==> config.mk <==
export PLATFORM = sky130hd
export DESIGN_NAME = debouncing_synchronizer
export DESIGN_NICKNAME = d
export VERILOG_FILES = /design/src/rtl/debouncing_synchronizer.sv
export SDC_FILE = /design/constraint.sdc
export NUM_CORES = 1
export LEC_CHECK = 0
export BUFFER_PORTS_ARGS = -buffer_cell sky130_fd_sc_hd__buf_4
export CAP_MARGIN = 20
export CORE_MARGIN = 10
export CORE_UTILIZATION = 58
export CTS_CLUSTER_DIAMETER = 30
export DETAILED_ROUTE_END_ITERATION = 12
export MAX_ROUTING_LAYER = met4
export PLACE_DENSITY = 0.82
export SLEW_MARGIN = 20
export SYNTH_ARGS = -nofsm -noshare
export SYNTH_HDL_FRONTEND = slang
export SYNTH_SLANG_ARGS = --single-unit
==> constraint.sdc <==
create_clock -name Clock -period 3.9 [get_ports Clock]
set_input_delay 0.78 -clock Clock [delete_from_list [all_inputs] [get_ports Clock]]
set_output_delay 0.78 -clock Clock [all_outputs]
set_load 0.1 [all_outputs]
==> src/rtl/debouncing_synchronizer.sv <==
// Multi-channel synchronizer: flop chain, persistence filter, edge detector.
// Rise/Fall/Glitch/Any_event are single-cycle registered pulses.
module debouncing_synchronizer #(
    parameter int                     CHANNELS      = 4,
    parameter int                     STAGES        = 2,
    parameter int                     FILTER_CYCLES = 4,
    parameter logic [CHANNELS-1:0]    INIT_LEVEL    = '0
) (
    input  logic                Clock,
    input  logic                Reset,
    input  logic [CHANNELS-1:0] Bits_in,
    output logic [CHANNELS-1:0] Sync,
    output logic [CHANNELS-1:0] Filtered,
    output logic [CHANNELS-1:0] Rise,
    output logic [CHANNELS-1:0] Fall,
    output logic [CHANNELS-1:0] Glitch,
    output logic                Any_event
);

    generate
        if (CHANNELS < 1) begin : g_bad_channels
            $error("CHANNELS must be >= 1");
        end
        if (STAGES < 2) begin : g_bad_stages
            $error("STAGES must be >= 2");
        end
        if (FILTER_CYCLES < 1) begin : g_bad_filter
            $error("FILTER_CYCLES must be >= 1");
        end
    endgenerate

    localparam int CW = $clog2(FILTER_CYCLES + 1);
    localparam logic [CW-1:0] CNT_MAX = CW'(FILTER_CYCLES - 1);

    (* ASYNC_REG = "TRUE" *) logic [CHANNELS-1:0] sr_q [STAGES];
    logic [CHANNELS-1:0] sr_d [STAGES];

    logic [CW-1:0]       cnt_q [CHANNELS];
    logic [CW-1:0]       cnt_d [CHANNELS];
    logic [CHANNELS-1:0] filt_q, filt_d;
    logic [CHANNELS-1:0] rise_q, rise_d;
    logic [CHANNELS-1:0] fall_q, fall_d;
    logic [CHANNELS-1:0] glitch_q, glitch_d;
    logic                any_q, any_d;
    logic [CHANNELS-1:0] sync_w;

    assign sync_w = sr_q[STAGES-1];

    always_comb begin
        sr_d[0] = Bits_in;
        for (int i = 1; i < STAGES; i++) begin
            sr_d[i] = sr_q[i-1];
        end
    end

    // A pending change is abandoned when Sync falls back to Filtered mid-count.
    always_comb begin
        filt_d   = filt_q;
        glitch_d = '0;
        for (int c = 0; c < CHANNELS; c++) begin
            cnt_d[c] = cnt_q[c];
            if (sync_w[c] == filt_q[c]) begin
                cnt_d[c]    = '0;
                glitch_d[c] = (cnt_q[c] != '0);
            end else if (cnt_q[c] == CNT_MAX) begin
                filt_d[c] = sync_w[c];
                cnt_d[c]  = '0;
            end else begin
                cnt_d[c] = cnt_q[c] + CW'(1);
            end
        end
        rise_d = filt_d & ~filt_q;
        fall_d = ~filt_d & filt_q;
        any_d  = |(rise_d | fall_d);
    end

    always_ff @(posedge Clock) begin
        if (Reset) begin
            for (int i = 0; i < STAGES; i++) begin
                sr_q[i] <= INIT_LEVEL;
            end
            for (int c = 0; c < CHANNELS; c++) begin
                cnt_q[c] <= '0;
            end
            filt_q   <= INIT_LEVEL;
            rise_q   <= '0;
            fall_q   <= '0;
            glitch_q <= '0;
            any_q    <= 1'b0;
        end else begin
            sr_q     <= sr_d;
            cnt_q    <= cnt_d;
            filt_q   <= filt_d;
            rise_q   <= rise_d;
            fall_q   <= fall_d;
            glitch_q <= glitch_d;
            any_q    <= any_d;
        end
    end

    assign Sync      = sync_w;
    assign Filtered  = filt_q;
    assign Rise      = rise_q;
    assign Fall      = fall_q;
    assign Glitch    = glitch_q;
    assign Any_event = any_q;

endmodule

=== Yosys cells after proc, flatten, opt, wreduce, memory -nomap -nowiden ===
Cells that the tools add are included.

* $add $sub $neg: 4
* Eq/ne operators: 8
* Mux-type cells: 8
* Bitwise operators: 9
* Reduce and logical (&&, ||, !) cells: 13

{| class="wikitable"
|+ Operators by type and width
! kind !! count
|-
| $add 3x1->3 const B || 4
|-
| $eq 3x2->1 const B || 4
|-
| $reduce_bool 3->1 || 4
|-
| $reduce_or 3->1 || 4
|-
| $and 4x4->4 || 2
|-
| $mux 1 || 8
|-
| $not 4->4 || 2
|-
| $reduce_or 2->1 || 4
|-
| $eq 1x1->1 || 4
|-
| $not 1->1 || 4
|-
| $or 4x4->4 || 1
|-
| $reduce_or 4->1 || 1
|}

* Register bits after elaboration: 37
* Output and inout bits: 21

=== Logic depth before layout (Yosys ltp) ===
* Word-level depth: 7
* Depth in mapped cells: 6
* Gate-level depth less buffers: 6

=== Worst setup path after synthesis ===
No wires, ideal clock.

* Path type: register -> register
* Start point: register filt_q[0], in the netlist Filtered[0]
* End point: register any_q, in the netlist Any_event
* Setup time: 81 ps
* Arrival time: 1758 ps
* Data required time: 3819 ps
* Slack: 2062 ps
* Stages on the path, launching flop included: 5
* Buffers on the path: 0
* Path through: dfxtp_1 > mux2i_1 > inv_1 > ha_1 > a41oi_1

* Word-level cells in the longest chain between the ends: 6
* Elaborated cells on any way between the ends: 9
* Those cells by class: eq/ne: 1; mux: 2; bitwise: 5; reduce/logical: 1

{| class="wikitable"
|+ Ends and longest elaborated chain
! what !! RTL line !! RTL
|-
| start: declaration || 40 || <nowiki>logic [CHANNELS-1:0] filt_q, filt_d;</nowiki>
|-
| start signal: assignment || 93 || <nowiki>filt_q <= filt_d;</nowiki>
|-
| $mux 1 or $eq 1x1->1 (tied branches) || 65, 62 ||
|-
| $mux 1 * || 62 || <nowiki>if (sync_w[c] == filt_q[c]) begin</nowiki>
|-
| named net filt_d[0] || 40 ||
|-
| $not 4->4 || 73 || <nowiki>fall_d = ~filt_d & filt_q;</nowiki>
|-
| $and 4x4->4 || 73 ||
|-
| $or 4x4->4 * || 74 || <nowiki>any_d = |(rise_d | fall_d);</nowiki>
|-
| $reduce_or 4->1 * || 74 ||
|-
| end signal: assignment || 97 || <nowiki>any_q <= any_d;</nowiki>
|-
| end: declaration || 44 || <nowiki>logic any_q, any_d;</nowiki>
|}

Mark *: on every way through the listed nets, which the timed path passes. The rest lies on a longest branch.
A chain may end at the register's enable or synchronous reset.

=== Worst setup path after layout ===
* Start point: register filt_q[0], in the netlist Filtered[0]
* End point: output Filtered[0]

{| class="wikitable"
|+ RTL lines
! what !! RTL line !! RTL
|-
| end: declaration || 13 || <nowiki>output logic [CHANNELS-1:0] Filtered,</nowiki>
|}

No word-level cell between the ends.

==> results.toml <==
[status]
status = "completed"

[synth]
seq_area_frac_synth_pct = 47.2
ys_ff_latch = 37
synth_adder_area_share_pct = 15.9
synth_top_family_by_area = "simple AND/OR/NAND/NOR gates"
syn_nets = 160
synth_area_per_cell_um2 = 11.7
ys_types = 15
muxShareOfSynthArea_pct = 2.55
synthTopCellsByArea = "dfxtp_1 47%, ha_1 16%, nor2b_1 5.2%"
synth-xor-area-share_pct = 4.14
synthCells = 134
syn_area_mm2 = 0.00157
yosysTopAreaCellShare_pct = 47.2
ys_warn_count = 0
synth-compound-area-share_pct = 0.558
yosysTopAreaCell = "dfxtp_1"
synth_simple_gate_area_share_pct = 20.1

[route]
viasPerCell = 4.92
drc = 0
dr.max_layer_used = "met4"
ant_nets = 0
wl_met2_um = 1190
drtIter0Drc = 36
drt-met1-wl_um = 1070
dr_wl_met3_um = 148
wire_per_inst_um = 13.1
dr.pass1.iters = 4
vias = 930
wirelength_um = 2480

[flow_run]
cap_viol_max_count = 0

[clock_network]
clock-sinks = 37
numCtsBuffers = 5
clock-root-buffer = "clkbuf_4"
cts_resized = 0
cts_tree = "done"
path_clk_slew_ns = 0.10
cts_max_path_buffers = 2
worstSkewPairLatency_ns = 0.33
cts_setup_buffers = 0
ctsHoldBuffers = 0
htree_levels = 2

[setup_path]
crit_path_end_kind = "output pin"
worst-path-max-fanout = 5
max_stage_delay_ns = 0.45
cp_cell_sequence = "buf_4"
cpLargestDelayFamily = "flip-flops"
cp.required_ns = 3.12
crit_cells = 1
ff2ff_path_depth = 6
worst_setup_path_start_kind = "flop"
cp.arrival_ns = 1.13
critPathKind = "flop to output pin"
critPathBufInv = 1
cp_slowest_cell = "dfxtp_1"

[timing]
drv_slew = 0
clock_skew_ns = 0.00252
finalCritPeriodShare_pct = 48.9
setup_tns_ns = 0
max_freq_mhz = 524
final_hold_viol_count = 0
setup_violations = 0
slew_headroom_pct = 73.4
tightestPinTransition_ns = 0.398
period_needed_ns = 1.91
rsz0062_at_grt = "no"

[min_path]
hold-path-cell-count = 1
hold_class = "flop to flop"

[global_routing]
grt_first_pass_wirelength_um = 4470
grt_max_degree = 38
grt_pass1_vias = 1013
antenna_found_initial = 0
grt_usage_pct = 11.3
grt.overflow.total = 0

[finish]
antenna_cells = 0
multi_input_area_um2 = 679
drive_above_1_share_pct = 28.3
final_nets = 185
seq_area_um2 = 741
final.fill_count = 203
syn_to_final_growth_pct = 13.5
stdcell_count = 189

[floorplanning]
die_h_um = 72.0
core_mm2 = 0.00252
die_area_mm2 = 0.00519
die_w_um = 72.0
start_util_pct = 62.3
io_pins = 27
core.rowCount = 18

[pwr]
leakage_nw = 0.779
vdd_drop_max_v = 0.000333
powerDensity_mw_per_mm2 = 354

[place]
gp_congestion = 0.708
placed_cells = 182
dp_hpwl_um = 1840
io_buffers = 26
## power breakdown
group / switching [mW] / leakage [nW] / internal (mW)
registers: 0.00361 / 0.300 / 0.383
clock network: 0.116 / 0.0314 / 0.0851
logic: 0.0294 / 0.448 / 0.0141
## synth_stat cells, drive strengths merged
master  number
nor2         4
nor4         8
xnor2        4
nor2b       13
mux2i        4
ha          20
nor3b        4
and2b        7
inv         20
buf          8
dfxtp       37
nor4b        4
a41oi        1
## cells by family after synthesis
family / after synthesis
AOI/OAI and AO/OA: 1
xor gates and xnor gates: 4
adders and majority gates: 20
buffers and inverters: 28
DFF: 37
muxes: 4
and+or+nand+nor: 40
## through the flow
step	total power [mW]	hold slack [ns]	worst slack, ns	utilization [%]	cell area [um2]
after floorplan	0.435	0.411	2.06	-	1570
after global placement	0.438	0.420	2.27	68.5	1730
after detailed placement	0.440	0.426	2.19	68.5	1730
after CTS	0.640	0.450	1.96	70.7	1780
after global routing	0.659	0.467	1.91	70.7	1780
final	0.632	0.444	1.99	70.7	1780
## sequential cells by signal, summed over array words and instances (netlist names)
name,count
Rise,4
Glitch,4
Sync,4
sr_q,4
Filtered,4
Fall,4
Any_event,1
cnt_q,12
## layout by cell type (no fill, tap or decap), types with 4 or more instances in the layout
| cell type | Yosys | layout |
|---|---|---|
| dfxtp_1 | 37 | 37 |
| mux2i_1 | 4 | 4 |
| nor4_1 | 7 | 7 |
| nor3b_2 | 4 | 4 |
| nor2b_1 | 13 | 13 |
| nor2_1 | 4 | 4 |
| and2b_1 | 7 | 7 |
| ha_1 | 20 | 20 |
| inv_1 | 20 | 20 |
| clkbuf_4 | 0 | 5 |
| buf_4 | 4 | 26 |
| xnor2_2 | 4 | 4 |
| nor4b_2 | 4 | 4 |
## layer usage
| layer | track usage, % | up-vias |
|---|---|---|
| met5 | - | - |
| met4 | 6.45 | 0 |
| met3 | 5.17 | 6 |
| met2 | 17.5 | 25 |
| met1 | 11.6 | 424 |
| li1 | - | 475 |
## area by class of cell
cell class / instances / area share, %
well taps: 30 / 2.11
flip-flops and latches: 37 / 41.5
inverters: 20 / 4.21
repair buffers: 26 / 10.9
multi-input cells: 69 / 38.1
clock buffers: 7 / 3.09
## path summary, 6_finish.rpt
path                                             start                   end  slack [ns]
worst max register to register     cnt_q[9]$_SDFF_PP0_  Any_event$_SDFF_PP0_        2.18
worst min register to register      sr_q[6]$_SDFF_PP0_    Sync[2]$_SDFF_PP0_        0.44
worst max-delay path            Filtered[0]$_SDFF_PP0_           Filtered[0]        1.99
worst min-delay path                sr_q[6]$_SDFF_PP0_    Sync[2]$_SDFF_PP0_        0.44
(Power assumes the default switching activity.)
